<file path="src/rtl/life_sequencer_if.sv">
// ----------------------------------------------------------------------------
// life_sequencer_if
// Control/status bundle between the Game of Life sequencer and its environment
// (pulse inputs, grid observation buses, grid mux/enable and status outputs).
//
// Signals:
//   seed_load/start/halt/step  one-cycle control pulses
//   period      RUN dwell cycles per generation (0 treated as 1)
//   grid_q      current 8x8 grid register contents
//   grid_next   evolve-network output for grid_q
//   sel         grid mux select (0 = seed, 1 = grid_next)
//   grid_en     grid register load enable
//   running     free-running evolution in progress
//   gen_count   generations since last seed load (saturating)
//   stable      sticky: last evolve was a still life
//   extinct     sticky: last evolve produced an empty board
//
// Modports: master = environment/controller host, slave = sequencer.
// ----------------------------------------------------------------------------
interface life_sequencer_if #(
   parameter int PERIOD_W = 24,
   parameter int GEN_W    = 16
);
   logic                seed_load;
   logic                start;
   logic                halt;
   logic                step;
   logic [PERIOD_W-1:0] period;
   logic [63:0]         grid_q;
   logic [63:0]         grid_next;
   logic                sel;
   logic                grid_en;
   logic                running;
   logic [GEN_W-1:0]    gen_count;
   logic                stable;
   logic                extinct;

   modport master (
      output seed_load, start, halt, step, period, grid_q, grid_next,
      input  sel, grid_en, running, gen_count, stable, extinct
   );

   modport slave (
      input  seed_load, start, halt, step, period, grid_q, grid_next,
      output sel, grid_en, running, gen_count, stable, extinct
   );
endinterface

</file>
<file path="src/rtl/life_sequencer.sv">
// ----------------------------------------------------------------------------
// life_sequencer
// Run/step/pause controller for an external 8x8 Game of Life grid register and
// evolve network. Loads a seed, advances generations free-running at a
// programmable period or one step at a time, counts generations and stops by
// itself on extinction or a still life.
//
// Ports:
//   clk    system clock, rising edge
//   reset  asynchronous active-low reset
//   bus    life_sequencer_if.slave (pulses, period, grid_q/grid_next in;
//          sel, grid_en, running, gen_count, stable, extinct out)
// ----------------------------------------------------------------------------
module life_sequencer #(
   parameter int PERIOD_W = 24,
   parameter int GEN_W    = 16
) (
   input  logic             clk,
   input  logic             reset,
   life_sequencer_if.slave  bus
);

   typedef enum logic [2:0] {
      S_IDLE, S_LOAD, S_PAUSED, S_RUN, S_EVOLVE, S_DONE
   } state_t;

   state_t              state, state_nxt;
   logic [PERIOD_W-1:0] timer;
   logic [PERIOD_W-1:0] period_m1;
   logic [GEN_W-1:0]    gen_count;
   logic                stable, extinct, run_mode;
   logic                timer_hit, evo_zero, evo_same;

   // period of 0 behaves like 1, so the terminal count is never below zero
   assign period_m1 = (bus.period == '0) ? '0 : bus.period - PERIOD_W'(1);
   assign timer_hit = (timer == period_m1);
   assign evo_zero  = (bus.grid_next == 64'd0);
   assign evo_same  = (bus.grid_next == bus.grid_q);

   // ---------------------------------------------------------------- state
   always_ff @(posedge clk or negedge reset) begin
      if (!reset) state <= S_IDLE;
      else        state <= state_nxt;
   end

   // ----------------------------------------------------------- next state
   always_comb begin
      state_nxt = state;
      case (state)
         S_IDLE:   if (bus.seed_load) state_nxt = S_LOAD;
         S_LOAD:   state_nxt = S_PAUSED;
         S_PAUSED: begin
            if      (bus.seed_load) state_nxt = S_LOAD;
            else if (bus.start)     state_nxt = S_RUN;
            else if (bus.step)      state_nxt = S_EVOLVE;
         end
         S_RUN: begin
            if      (bus.seed_load) state_nxt = S_LOAD;
            else if (bus.halt)      state_nxt = S_PAUSED;
            else if (timer_hit)     state_nxt = S_EVOLVE;
         end
         S_EVOLVE: begin
            // terminal conditions outrank halt so a dying board always ends in DONE
            if      (bus.seed_load)    state_nxt = S_LOAD;
            else if (evo_zero)         state_nxt = S_DONE;
            else if (evo_same)         state_nxt = S_DONE;
            else if (bus.halt)         state_nxt = S_PAUSED;
            else if (run_mode)         state_nxt = S_RUN;
            else                       state_nxt = S_PAUSED;
         end
         S_DONE:   if (bus.seed_load) state_nxt = S_LOAD;
         default:  state_nxt = S_IDLE;
      endcase
   end

   // ------------------------------------------- timer / counter / flags
   always_ff @(posedge clk or negedge reset) begin
      if (!reset) begin
         timer     <= '0;
         gen_count <= '0;
         stable    <= 1'b0;
         extinct   <= 1'b0;
         run_mode  <= 1'b0;
      end else begin
         case (state)
            S_LOAD: begin
               gen_count <= '0;
               stable    <= 1'b0;
               extinct   <= 1'b0;
               run_mode  <= 1'b0;
            end
            S_PAUSED: begin
               if (!bus.seed_load && bus.start) begin
                  timer    <= '0;
                  run_mode <= 1'b1;
               end
            end
            S_RUN: begin
               if (!bus.seed_load) begin
                  if (bus.halt)      run_mode <= 1'b0;
                  else if (timer_hit) timer   <= '0;
                  else               timer    <= timer + PERIOD_W'(1);
               end
            end
            S_EVOLVE: begin
               if (!(&gen_count)) gen_count <= gen_count + GEN_W'(1);
               if (!bus.seed_load) begin
                  // extinct takes precedence when an empty board stays empty
                  if      (evo_zero) extinct  <= 1'b1;
                  else if (evo_same) stable   <= 1'b1;
                  else if (bus.halt) run_mode <= 1'b0;
               end
            end
            default: ;
         endcase
      end
   end

   // -------------------------------------------------------------- outputs
   always_comb begin
      bus.sel     = 1'b0;
      bus.grid_en = 1'b0;
      bus.running = 1'b0;
      case (state)
         S_LOAD:   bus.grid_en = 1'b1;
         S_RUN:    bus.running = 1'b1;
         S_EVOLVE: begin
            bus.sel     = 1'b1;
            bus.grid_en = 1'b1;
            bus.running = run_mode;
         end
         default: ;
      endcase
   end

   assign bus.gen_count = gen_count;
   assign bus.stable    = stable;
   assign bus.extinct   = extinct;

endmodule

</file>
<file path="src/flat_wrapper.sv">
// flat-port wrapper written by rule: the top's interface ports become plain ports
module life_sequencer_flat 
#(
   parameter int PERIOD_W = 24,
   parameter int GEN_W    = 16
)
  (clk, reset, bus_seed_load, bus_start, bus_halt, bus_step, bus_period, bus_grid_q, bus_grid_next, bus_sel, bus_grid_en, bus_running, bus_gen_count, bus_stable, bus_extinct);
  life_sequencer_if #(.PERIOD_W(PERIOD_W), .GEN_W(GEN_W)) bus_i ();
  input  logic clk;
  input  logic reset;
  input wire logic [$bits(bus_i.seed_load)-1:0] bus_seed_load;
  input wire logic [$bits(bus_i.start)-1:0] bus_start;
  input wire logic [$bits(bus_i.halt)-1:0] bus_halt;
  input wire logic [$bits(bus_i.step)-1:0] bus_step;
  input wire logic [$bits(bus_i.period)-1:0] bus_period;
  input wire logic [$bits(bus_i.grid_q)-1:0] bus_grid_q;
  input wire logic [$bits(bus_i.grid_next)-1:0] bus_grid_next;
  output wire logic [$bits(bus_i.sel)-1:0] bus_sel;
  output wire logic [$bits(bus_i.grid_en)-1:0] bus_grid_en;
  output wire logic [$bits(bus_i.running)-1:0] bus_running;
  output wire logic [$bits(bus_i.gen_count)-1:0] bus_gen_count;
  output wire logic [$bits(bus_i.stable)-1:0] bus_stable;
  output wire logic [$bits(bus_i.extinct)-1:0] bus_extinct;
  assign bus_i.seed_load = bus_seed_load;
  assign bus_i.start = bus_start;
  assign bus_i.halt = bus_halt;
  assign bus_i.step = bus_step;
  assign bus_i.period = bus_period;
  assign bus_i.grid_q = bus_grid_q;
  assign bus_i.grid_next = bus_grid_next;
  assign bus_sel = bus_i.sel;
  assign bus_grid_en = bus_i.grid_en;
  assign bus_running = bus_i.running;
  assign bus_gen_count = bus_i.gen_count;
  assign bus_stable = bus_i.stable;
  assign bus_extinct = bus_i.extinct;
  life_sequencer #(.PERIOD_W(PERIOD_W), .GEN_W(GEN_W)) u_core (.clk(clk), .reset(reset), .bus(bus_i));
endmodule
</file>
<file path="config.mk">
export PLATFORM = sky130hd
export DESIGN_NAME = life_sequencer_flat
export DESIGN_NICKNAME = d
export VERILOG_FILES = /design/src/rtl/life_sequencer_if.sv /design/src/rtl/life_sequencer.sv /design/src/flat_wrapper.sv
export SDC_FILE = /design/constraint.sdc
export NUM_CORES = 1
export LEC_CHECK = 0
export BUFFER_PORTS_ARGS = -buffer_cell sky130_fd_sc_hd__buf_2
export CORE_MARGIN = 2
export CORE_UTILIZATION = 50
export CTS_BUF_LIST = sky130_fd_sc_hd__clkbuf_8
export CTS_CLUSTER_SIZE = 16
export DETAILED_ROUTE_END_ITERATION = 6
export GPL_TIMING_DRIVEN = 0
export PLACE_DENSITY = 0.79
export SYNTH_ARGS = -nofsm -noshare
export SYNTH_HDL_FRONTEND = slang
export SYNTH_SLANG_ARGS = --single-unit
</file>
<file path="constraint.sdc">
create_clock -name clk -period 2.93 [get_ports clk]
set_input_delay 0.1465 -clock clk [delete_from_list [all_inputs] [get_ports clk]]
set_output_delay 0.1465 -clock clk [all_outputs]
set_load 0.1 [all_outputs]
</file>
==> results.md, run 1 <==
* Status: finished clean
* Width of the die at 96.6 microns
* Die area at 0.00933 sq mm
* RSZ-0062 raised after global routing: yes
* Routed WL at 14700 microns
* Sequential Power Share at 34.4%
* Post-CTS Hold Fix Bufs at 0
* Core area at 0.00826 sq mm
* Layout Skew at 0.00532 ns
* Post-Place Setup Slack at -0.661 ns
* Pleak at 2.61 nW
* Syn Std Cell Area at 0.00429 sq mm
* F_max at 347 MHz
* Clock Path Buffers at 2
* Worst EP arrival at 3.06 ns
* Post-route worst setup slack at 0.0460 ns
* Clock Tree Root: clkbuf_8
* Sequential-to-total area share from yosys stat at 26.9%
* CP Buf/Inv Count at 2
* Async SR Flop Fraction at 100%
* Starting Density at 51.9%
* FP Rows at 33
* Vias in the first global route at 4819
* CTS tree: built
* Net Switching at 1.04 mW
* Initial antenna violation count at 0
* Synth Area in XOR/XNOR at 25.3%
* Dpl hpwl at 11700 microns
* Antenna Nets Post-Route at 0
* Design area at 0.00568 sq mm
* Delay-heaviest family, CP: simple AND/OR/NAND/NOR gates
* CP Cell Sequence: buf_2 -> or4_1 -> nor2_1 -> xor2_1 -> or4b_4 -> o311ai_4 -> o2111ai_1 -> a2111o_1 -> a31oi_4 -> buf_6 -> a211oi_1
* Pre-antenna DRT Iters at 5
* FILL cells at 706
* H-tree Lvls at 2
* DRC violations left at 0
* Chip height at 96.6 microns
* Largest net degree at the start of global routing at 47
* CP max stage delay at 0.62 ns
* Drt via density at 6.00
* Post-DP Area at 0.00530 sq mm
* Sw Share at 46.0%
* Synthesized netlist cell count at 530
* Startpoint types: primary input
* Crit path required time at 3.10 ns
* Syn nets at 691
* Seq. cell area at 0.00115 sq mm
* Synth Area in Simple Gates at 32.4%
* Synth Warn # at 0
* Final Cycle Share at 98.4%
* Num ports at 179
* TritonCTS Sinks at 46
* Largest family of logic cells by synthesized area: simple AND/OR/NAND/NOR gates
* Kind of path behind the tightest hold check: in2async
* Fin crit period at 2.88 ns
* Fraction of the mapped netlist area in adder cells at 0.876%
* Peak supply drop at 0.380 mV
* Total CTS buffers at 5
* Drt wl/cell at 17.9 microns
* PwrDens at 396 mW/mm^2
* Ant. Diodes at 0
* Via count at 4949
* Worst skew pair latency at 0.30 ns
* GRT Residual Overflow at 0
* Kind of critical path: in2reg
* Multi-input gate area at 0.00324 sq mm
* Slew HR at 32.0%
* Layout cells sized above 1 at 32.6%
* Area growth from synthesis to final layout at 32.5%
* #FFs+latches synth at 46
* Post-synth EDFFs at 0
* Combinational power share at 48.5%
* First-pass GRT wire length at 22700 microns
* Worst-path maximum fanout at 5
* Complex-gate fraction of the synthesized area at 11.4%
* RePlAce Congestion at 0.967
* 1st-iter DRT viols at 269
* Gr usage total at 31.3%
* Clock power frac at 17.1%
* Avg Synthesized Cell Area at 8.09 sq um
* Post-synth cell types at 62
* Final setup fails at 0
* Final nets at 880
* Mux contribution to synthesized area at 0.496%
* Max Slew Vio Count at 0
* R2r setup slk at 0.17 ns
* Number of max-cap violations at 0
* Clk pin slew, worst setup/hold paths at 0.08 ns
* CP max stage cell: or4_1
* Internal at 1.21 mW
* Post-synth top flop: dfrtp_1
* Critical path endpoint category: register
* Hold Fails Final Rpt at 0
* IO buf count at 175
* Worst-Margin Slew at 1.02 ns
==> cell usage after synthesis (3+ instances only) <==
library cell  count  share of area [%]
a211oi_1          4               0.70
a21oi_1          12                1.4
and2_1            7                1.0
and3_1           11                1.6
and4_1            3               0.61
clkbuf_1         14                1.2
dfrtp_1          46                 27
ha_1              3               0.88
inv_1            12                1.1
nand2_1          36                3.2
nand2b_1          6               0.88
nand3_1          17                2.0
nand4_1          21                3.1
nor2_1           72                6.3
nor2b_1           3               0.44
nor3_1           12                1.4
nor4_1           42                6.1
nor4b_1           3               0.61
o2111ai_1         5                1.0
o211ai_1          3               0.53
o21ai_0          13                1.5
o22ai_1           3               0.44
o311ai_0          4               0.82
or2_2             3               0.44
or3_1             7                1.0
or4_1             4               0.70
xnor2_1          26                5.3
xor2_1           95                 19
==> layout by cell type (no fill, tap or decap), types with 7 or more instances in the layout <==
cell / instances
and3_1: 11
nand3_1: 16
a21oi_1: 12
xor2_1: 95
xnor2_1: 25
nor3_1: 10
inv_1: 11
nand4_1: 21
buf_4: 8
clkbuf_1: 9
dfrtp_1: 46
buf_2: 176
nand2_1: 35
nor2_1: 69
and2_1: 7
o21ai_0: 11
nor4_1: 37
==> final timing paths <==
check / start / endpoint / depth (start not counted)
worst max-delay path: bus_period[0] / u_core.timer[21]$_DFFE_PN0P_ / 11
worst min-delay path: reset / u_core.timer[3]$_DFFE_PN0P_ / 1
worst max register to register: u_core.timer[14]$_DFFE_PN0P_ / u_core.timer[21]$_DFFE_PN0P_ / 9
worst min register to register: u_core.bus.stable$_DFFE_PN0P_ / u_core.bus.stable$_DFFE_PN0P_ / 2
max in group asynchronous: reset / u_core.timer[23]$_DFFE_PN0P_ / 1
min in group clk: bus_step / u_core.state[1]$_DFFE_PN0P_ / 4
==> cell families (layout without fill, tap and decap cells) <==
family / Yosys count / in the layout
xor gates and xnor gates: 122 / 122
AOI/OAI and AO/OA: 68 / 68
adders and majority gates: 3 / 3
DFF: 46 / 46
buffers and inverters: 29 / 218
muxes: 2 / 2
and+or+nand+nor: 260 / 261
==> worst reg2reg max path: stages (launching register included) <==
cell and delay (ns):
dfrtp_1 0.48, xor2_1 0.21, xnor2_1 0.13, or4b_2 0.60
o311ai_0 0.11, nand4_1 0.16, a2111o_1 0.45, a31oi_4 0.30
buf_6 0.17, a211oi_1 0.04
==> timing repair <==
action                     4_1_cts  5_1_grt
pin swaps                        2       18
hold endpoints to repair         0        0
setup endpoints to repair       27       35
resized for setup                9       41
cloned                           1        2
buffers inserted                 3        5
==> area by class of cell <==
type / instances / area share (%)
Timing Repair Buffer: 185 / 16.9
Inverter: 12 / 0.837
Tap cell: 105 / 2.31
Multi-Input combinational cell: 456 / 57.0
Buffer: 13 / 1.21
Clock buffer: 5 / 1.21
Clock inverter: 3 / 0.308
Sequential cell: 46 / 20.3
==> through the flow <==
stage	cells	total power, mW	setup TNS [ns]	hold slack (ns)	util (%)
floorplan	530	1.44	0	-0.149	-
global placement	810	1.76	-14.73	0.370	64.2
detailed placement	810	1.79	-15.92	0.382	64.2
CTS	822	2.18	0	0.0582	65.9
global route	825	2.39	-2.58	0.111	68.8
finish	825	2.25	0	0.0101	68.8
==> power by group through the flow <==
stage / Combinational (mW) / Sequential [mW] / Clock [mW]
6_report: 1.09 / 0.775 / 0.385
5_1_grt: 1.19 / 0.786 / 0.416
4_1_cts: 1.04 / 0.753 / 0.394
3_5_place_dp: 1.03 / 0.765 / 0
3_3_place_gp: 1.00 / 0.761 / 0
2_1_floorplan: 0.621 / 0.824 / 0
==> per-layer routing <==
metal / global-route usage (%) / vias up / routed length (microns)
met1: 36.3 / 2344 / 5630
met4: 14.0 / 0 / 579
met5: 0 / - / 0
met2: 56.0 / 252 / 7480
li1: - / 2308 / -
met3: 5.66 / 45 / 1040
==> registers in the layout, indices dropped and copies added, names as in the netlist <==
signal                count
u_core.timer             24
u_core.bus.gen_count     16
u_core.state              3
u_core.bus.extinct        1
u_core.bus.stable         1
u_core.run_mode           1
Power figures use the tool's default switching activity.
==> run 2: changes to the inputs <==
--- a/config.mk
+++ b/config.mk
@@ -7,12 +7,12 @@
 export LEC_CHECK = 0
 export BUFFER_PORTS_ARGS = -buffer_cell sky130_fd_sc_hd__buf_2
 export CORE_MARGIN = 2
-export CORE_UTILIZATION = 50
+export CORE_UTILIZATION = 44
 export CTS_BUF_LIST = sky130_fd_sc_hd__clkbuf_8
 export CTS_CLUSTER_SIZE = 16
 export DETAILED_ROUTE_END_ITERATION = 6
 export GPL_TIMING_DRIVEN = 0
-export PLACE_DENSITY = 0.79
+export PLACE_DENSITY = 0.7
 export SYNTH_ARGS = -nofsm -noshare
 export SYNTH_HDL_FRONTEND = slang
 export SYNTH_SLANG_ARGS = --single-unit
==> run 2 against run 1 <==
Combinational power is essentially flat. Register-to-register slack lost 0.02 ns. Hold slack lost 0.0027 ns. Global-route usage shrank 3.8 points. Core utilization shrank 9.6 points. Clock skew grew 0.0066 ns. Via count shrank 3.2%. Die area grew 13%. Highest routed layer unchanged. Fmax grew 0.77%.
==> results.md, run 2 (synthesis gave the netlist of run 1 again) <==
* Routed WL at 14600 microns (-1.1%)
* Post-CTS Hold Fix Bufs at 0 (unchanged)
* Ant. Diodes at 0 (unchanged)
* Crit path required time at 3.12 ns (+0.02 ns)
* Largest regs: u_core.timer (24), u_core.bus.gen_count (16), u_core.state (3)
* Worst-Margin Slew at 1.03 ns (+0.00732 ns)
* Sw Share at 45.5% (-0.49 points)
* Total CTS buffers at 5 (unchanged)
* Area growth from synthesis to final layout at 32.5% (unchanged)
* Gr usage total at 27.5% (-3.8 points)
* Critical path endpoint category: register
* R2r setup slk at 0.15 ns (-0.02 ns)
* DRC violations left at 0 (unchanged)
* Combinational power share at 47.7% (-0.8 points)
* Initial antenna violation count at 0 (unchanged)
* Starting Density at 44.7% (-7.2 points)
* Max FFs per register at 24 (unchanged)
* FP Rows at 36 (+9.1%)
* Via count at 4791 (-3.2%)
* TritonCTS Sinks at 46 (unchanged)
* Slew HR at 31.5% (-0.49 points)
* Startpoint types: primary input
* Antenna Nets Post-Route at 0 (unchanged)
* Fin crit period at 2.86 ns (-0.0221 ns)
* CTS tree: built
* Drt via density at 5.62 (-6.4%)
* Final core utilization at 59.2% (-9.6 points)
* 1st-iter DRT viols at 121 (-55%)
* Worst-path maximum fanout at 7 (+2)
* Vias in the first global route at 4711 (-2.2%)
* Net Switching at 1.03 mW (-0.37%)
* Clk pin slew, worst setup/hold paths at 0.09 ns (about the same)
* Worst R2R Start: u_core.timer[14]$_DFFE_PN0P_
* Pre-antenna DRT Iters at 4 (-1)
* Commonest non-fill, non-tap cell in the layout: buf_2
* Kind of critical path: in2reg
* Dpl hpwl at 11900 microns (+2.2%)
* Final setup fails at 0 (unchanged)
* First-pass GRT wire length at 22500 microns (-0.82%)
* FILL cells at 920 (+30%)
* Most frequent cells in the layout: 177 x buf_2, 94 x xor2_1, 70 x nor2_1, 46 x dfrtp_1, 37 x nor4_1
* Num ports at 179 (unchanged)
* Clock Tree Root: clkbuf_8
* Setup TNS at 0 ns (unchanged)
* Pleak at 2.59 nW (-0.61%)
* Final Cycle Share at 97.7% (-0.75 points)
* H-tree Lvls at 2 (unchanged)
* Kind of path behind the tightest hold check: in2async
* F_max at 349 MHz (+0.77%)
* PwrDens at 399 mW/mm^2 (+0.71%)
* Sequential Power Share at 34.1% (-0.3 points)
* Max Slew Vio Count at 0 (unchanged)
* Clock Path Buffers at 2 (unchanged)
* Drt wl/cell at 17.1 microns (-4.4%)
* IO buf count at 175 (unchanged)
* Worst skew pair latency at 0.30 ns (about the same)
* Setup crit start: bus_period[0]
* Internal at 1.23 mW (+1.6%)
* Width of the die at 103 microns (+6.3%)
* Clock power frac at 18.1% (+1.0 points)
* Hold Fails Final Rpt at 0 (unchanged)
* Biggest register: u_core.timer
* Layout Skew at 0.0119 ns (+0.00662 ns)
* Die area at 0.0105 sq mm (+13%)
* Core area at 0.00959 sq mm (+16%)
* Peak supply drop at 0.387 mV (+1.7%)
* Number of max-cap violations at 0 (unchanged)
* Reg2reg path depth at 9 (unchanged)
* Largest net degree at the start of global routing at 47 (unchanged)
* Worst EP arrival at 3.05 ns (about the same)
* RePlAce Congestion at 0.939 (-2.9%)
* Final nets at 880 (unchanged)
* Layout cells sized above 1 at 31.9% (-0.69 points)
* R2R Path End: u_core.timer[6]$_DFFE_PN0P_
* Status: finished clean
* GRT Residual Overflow at 0 (unchanged)
* WHS at 0.00739 ns (-0.00270 ns)
* Chip height at 103 microns (+6.3%)
run 2: what timing repair did:
action / CTS / global route
resized for setup: 10 / 34
pin swaps: 2 / 9
buffers inserted: 4 / 4
gates cloned: 0 / 2
endpoints found under the hold margin: 0 / 0
setup endpoints to repair: 28 / 35
run 2: critical path, stage by stage:
cell      delay (ns)
buf_2           0.14
inv_4           0.07
ha_4            0.13
nor3b_4         0.18
buf_6           0.16
nand4_1         0.15
xor2_2          0.23
or4b_2          0.66
o311ai_2        0.10
nand4_1         0.15
a2111o_1        0.44
a31oi_4         0.27
buf_6           0.17
nor2_1          0.05
run 2: how the worst max path moves through the flow:
stage | slack, ns | to | depth (start not counted)
5_1_grt | -0.03 | u_core.timer[6]$_DFFE_PN0P_ | 10
3_5_place_dp | -0.73 | u_core.timer[21]$_DFFE_PN0P_ | 11
2_1_floorplan | 0.002 | u_core.timer[21]$_DFFE_PN0P_ | 11
3_3_place_gp | -0.66 | u_core.timer[21]$_DFFE_PN0P_ | 13
4_1_cts | -0.01 | u_core.timer[6]$_DFFE_PN0P_ | 15
6_report | 0.07 | u_core.timer[6]$_DFFE_PN0P_ | 14
run 2: final cells by class:
type | count | area [sq um] | area share [%]
clock buffer | 6 | 82.6 | 1.45
buffer | 14 | 73.8 | 1.30
clock inverter | 2 | 12.5 | 0.220
tap | 133 | 166 | 2.93
timing repair buffer | 185 | 962 | 16.9
multi-input combinational | 455 | 3180 | 56.0
inverter | 12 | 47.5 | 0.837
sequential | 46 | 1150 | 20.3
run 2: metal layers:
metal	GRT usage [%]	up-vias	wire [microns]
li1	-	2309	-
met1	31.3	2247	5620
met2	49.7	190	7390
met3	5.22	45	925
met4	12.4	0	627
met5	0	-	0
run 2: power by group through the flow:
stage / logic, mW / registers, mW / clock network (mW)
after global routing: 1.18 / 0.791 / 0.445
after global placement: 1.00 / 0.763 / 0
after floorplan: 0.621 / 0.824 / 0
after detailed placement: 1.02 / 0.764 / 0
after CTS: 1.04 / 0.753 / 0.416
final: 1.08 / 0.774 / 0.411
run 2: through the flow:
step	total power, mW	setup slack, ns	std cells	cell area [sq um]
3_5_place_dp	1.79	-0.727	838	5330
6_report	2.27	0.0681	853	5680
4_1_cts	2.21	-0.0136	849	5490
5_1_grt	2.41	-0.0290	853	5680
3_3_place_gp	1.76	-0.656	838	5330
2_1_floorplan	1.44	0.00163	530	4290
==> run 3: changes to the inputs <==
--- a/config.mk
+++ b/config.mk
@@ -7,12 +7,12 @@
 export LEC_CHECK = 0
 export BUFFER_PORTS_ARGS = -buffer_cell sky130_fd_sc_hd__buf_2
 export CORE_MARGIN = 2
-export CORE_UTILIZATION = 44
+export CORE_UTILIZATION = 35
 export CTS_BUF_LIST = sky130_fd_sc_hd__clkbuf_8
 export CTS_CLUSTER_SIZE = 16
 export DETAILED_ROUTE_END_ITERATION = 6
 export GPL_TIMING_DRIVEN = 0
-export PLACE_DENSITY = 0.7
+export PLACE_DENSITY = 0.57
 export SYNTH_ARGS = -nofsm -noshare
 export SYNTH_HDL_FRONTEND = slang
 export SYNTH_SLANG_ARGS = --single-unit
==> run 3 against run 2 <==
Combinational power is 4% higher. Final area is 3.7% higher. Critical path depth is 4 lower. Worst setup slack worse by 0.020 ns. Cell count is 2.7% higher. Sequential share of layout area is 0.73 points lower. Die area is 25% higher. Clock power hardly changed. Critical endpoint is now u_core.timer[21]$_DFFE_PN0P_. Largest power group unchanged.
==> results.md, run 3 (synthesis gave the netlist of run 1 again) <==
* Met1 Wirelength at 6190 microns (+10%)
* Post-CTS Hold Fix Bufs at 0 (unchanged)
* Ant. Diodes at 0 (unchanged)
* Worst EP arrival at 3.07 ns (+0.02 ns)
* Top Metal Used: met4
* Final nets at 889 (+1.0%)
* Vias in the first global route at 4689 (-0.47%)
* IO buf count at 175 (unchanged)
* Via count at 4761 (-0.63%)
* Peak supply drop at 0.577 mV (+49%)
* Pwr Total at 2.30 mW (+1.7%)
* Pre-antenna DRT Iters at 4 (unchanged)
* Area growth from synthesis to final layout at 37.5%
* CTS tree: built
* 1st-iter DRT viols at 163 (+35%)
* Max Slew Vio Count at 0 (unchanged)
* Final Cycle Share at 98.4% (+0.68 points)
* Layout cells sized above 1 at 34.3% (+2.3 points)
* Setup TNS at 0 ns (unchanged)
* First-pass GRT wire length at 23100 microns (+2.8%)
* Fin crit period at 2.88 ns (+0.0198 ns)
* Width of the die at 115 microns (+12%)
* Met2 wire len at 7370 microns (-0.23%)
* Crit path required time at 3.11 ns (about the same)
* Initial antenna violation count at 0 (unchanged)
* Die area at 0.0131 sq mm (+25%)
* RSZ-0062 raised after global routing: yes
* Clock Path Buffers at 2 (unchanged)
* RePlAce Congestion at 0.915 (-2.6%)
* TritonCTS Sinks at 46 (unchanged)
* Slew HR at 30.0% (-1.6 points)
* Gr usage total at 22.1% (-5.4 points)
* Critical path endpoint category: register
* Core area at 0.0120 sq mm (+25%)
* Finished Layout Cells at 876 (+2.7%)
* Most frequent cells in the layout: 169 x buf_2, 94 x xor2_1, 60 x nor2_1, 46 x dfrtp_1, 37 x nor4_1
* H-tree Lvls at 2 (unchanged)
* Drt via density at 5.43 (-3.2%)
* Routed WL at 14800 microns (+1.8%)
* Biggest register: u_core.timer
* Design area at 0.00589 sq mm (+3.7%)
* Pleak at 2.65 nW (+2.0%)
* FP Rows at 40 (+11%)
* Worst-Margin Slew at 1.05 ns (+0.0239 ns)
* Final core utilization at 49.2% (-9.9 points)
* Clock Tree Root: clkbuf_8
* Placed insts at 852 (+1.7%)
* DRC violations left at 0 (unchanged)
* Dpl hpwl at 12100 microns (+1.3%)
* Kind of path behind the tightest hold check: in2async
* Starting Density at 35.8% (-8.8 points)
* Worst-path maximum fanout at 8 (+1)
* WHS at 0.00476 ns (-0.00264 ns)
* Num ports at 179 (unchanged)
* Final setup fails at 0 (unchanged)
* Total CTS buffers at 5 (unchanged)
* Post-route worst setup slack at 0.0483 ns (-0.0198 ns)
* FILL cells at 1175 (+28%)
* Largest net degree at the start of global routing at 47 (unchanged)
* Max FFs per register at 24 (unchanged)
* Kind of critical path: in2reg
* Post-Place Setup Slack at -0.703 ns (+0.0246 ns)
* Number of max-cap violations at 0 (unchanged)
* Antenna Nets Post-Route at 0 (unchanged)
* Largest regs: u_core.timer (24), u_core.bus.gen_count (16), u_core.state (3)
* Hold Fails Final Rpt at 0 (unchanged)
* F_max at 347 MHz (-0.69%)
* Drt wl/cell at 16.9 microns (-0.85%)
* Post-DP Area at 0.00535 sq mm (+0.33%)
* WL met3 at 789 microns (-15%)
* PwrDens at 391 mW/mm^2 (-2.0%)
* Status: finished clean
* Startpoint types: primary input
* GRT Residual Overflow at 0 (unchanged)
* Worst skew pair latency at 0.31 ns (about the same)
* Commonest non-fill, non-tap cell in the layout: buf_2
* Layout Skew at 0.0123 ns (+0.000349 ns)
* Clk pin slew, worst setup/hold paths at 0.10 ns (about the same)
* Chip height at 115 microns (+12%)
-- run 3: cell count changes in the layout (fill, tap and decap cells not counted), sizes merged --
cell / previous run / this run
clkinv: 1 / 0
clkinvlp: 1 / 2
inv: 12 / 13
buf: 189 / 199
clkbuf: 16 / 14
-- run 3: cell type report --
| cell class | instances | area, sq um | share of cell area (%) |
|---|---|---|---|
| multi-input cells | 455 | 3260 | 55.3 |
| flip-flops and latches | 46 | 1150 | 19.5 |
| repair buffers | 194 | 1080 | 18.4 |
| well taps | 147 | 184 | 3.12 |
| plain buffers | 14 | 76.3 | 1.30 |
| clock buffers | 5 | 68.8 | 1.17 |
| inverters | 12 | 50.0 | 0.850 |
| clock inverters | 3 | 23.8 | 0.404 |
-- run 3: critical path: stages --
cell and delay, ns:
buf_4 0.14, or3_4 0.40, or3_4 0.38, or4b_1 0.48, a222oi_1 0.35, nand4_1 0.16, a2111o_1 0.48, a31oi_4 0.30
buf_6 0.18, a211oi_2 0.04
-- run 3: what timing repair did --
action                                  4_1_cts  5_1_grt
resized for setup                            11       75
setup buffers                                 5       12
pin swaps                                     3       25
endpoints found under the setup margin       27       35
cloned                                        0        2
-- run 3: routing by layer --
metal / vias up / GRT usage [%]
met5: - / 0
met4: 0 / 8.78
met3: 27 / 3.39
met2: 170 / 38.3
met1: 2239 / 27.4
li1: 2325 / -
-- run 3: worst paths after layout --
path	start	cells after the start	end	slack [ns]
min reg2reg	u_core.bus.stable$_DFFE_PN0P_	2	u_core.bus.stable$_DFFE_PN0P_	0.52
max	bus_period[16]	10	u_core.timer[21]$_DFFE_PN0P_	0.05
max reg2reg	u_core.timer[3]$_DFFE_PN0P_	8	u_core.timer[21]$_DFFE_PN0P_	0.16
max in group asynchronous	reset	1	u_core.timer[6]$_DFFE_PN0P_	2.26
min	reset	1	u_core.bus.gen_count[7]$_DFFE_PN0P_	0.005
min in group clk	bus_step	4	u_core.state[1]$_DFFE_PN0P_	0.21
-- run 3: report_power, final --
part | internal [mW] | total, mW | switching [mW]
combinational | 0.384 | 1.12 | 0.738
sequential | 0.689 | 0.770 | 0.0812
clock | 0.171 | 0.412 | 0.241
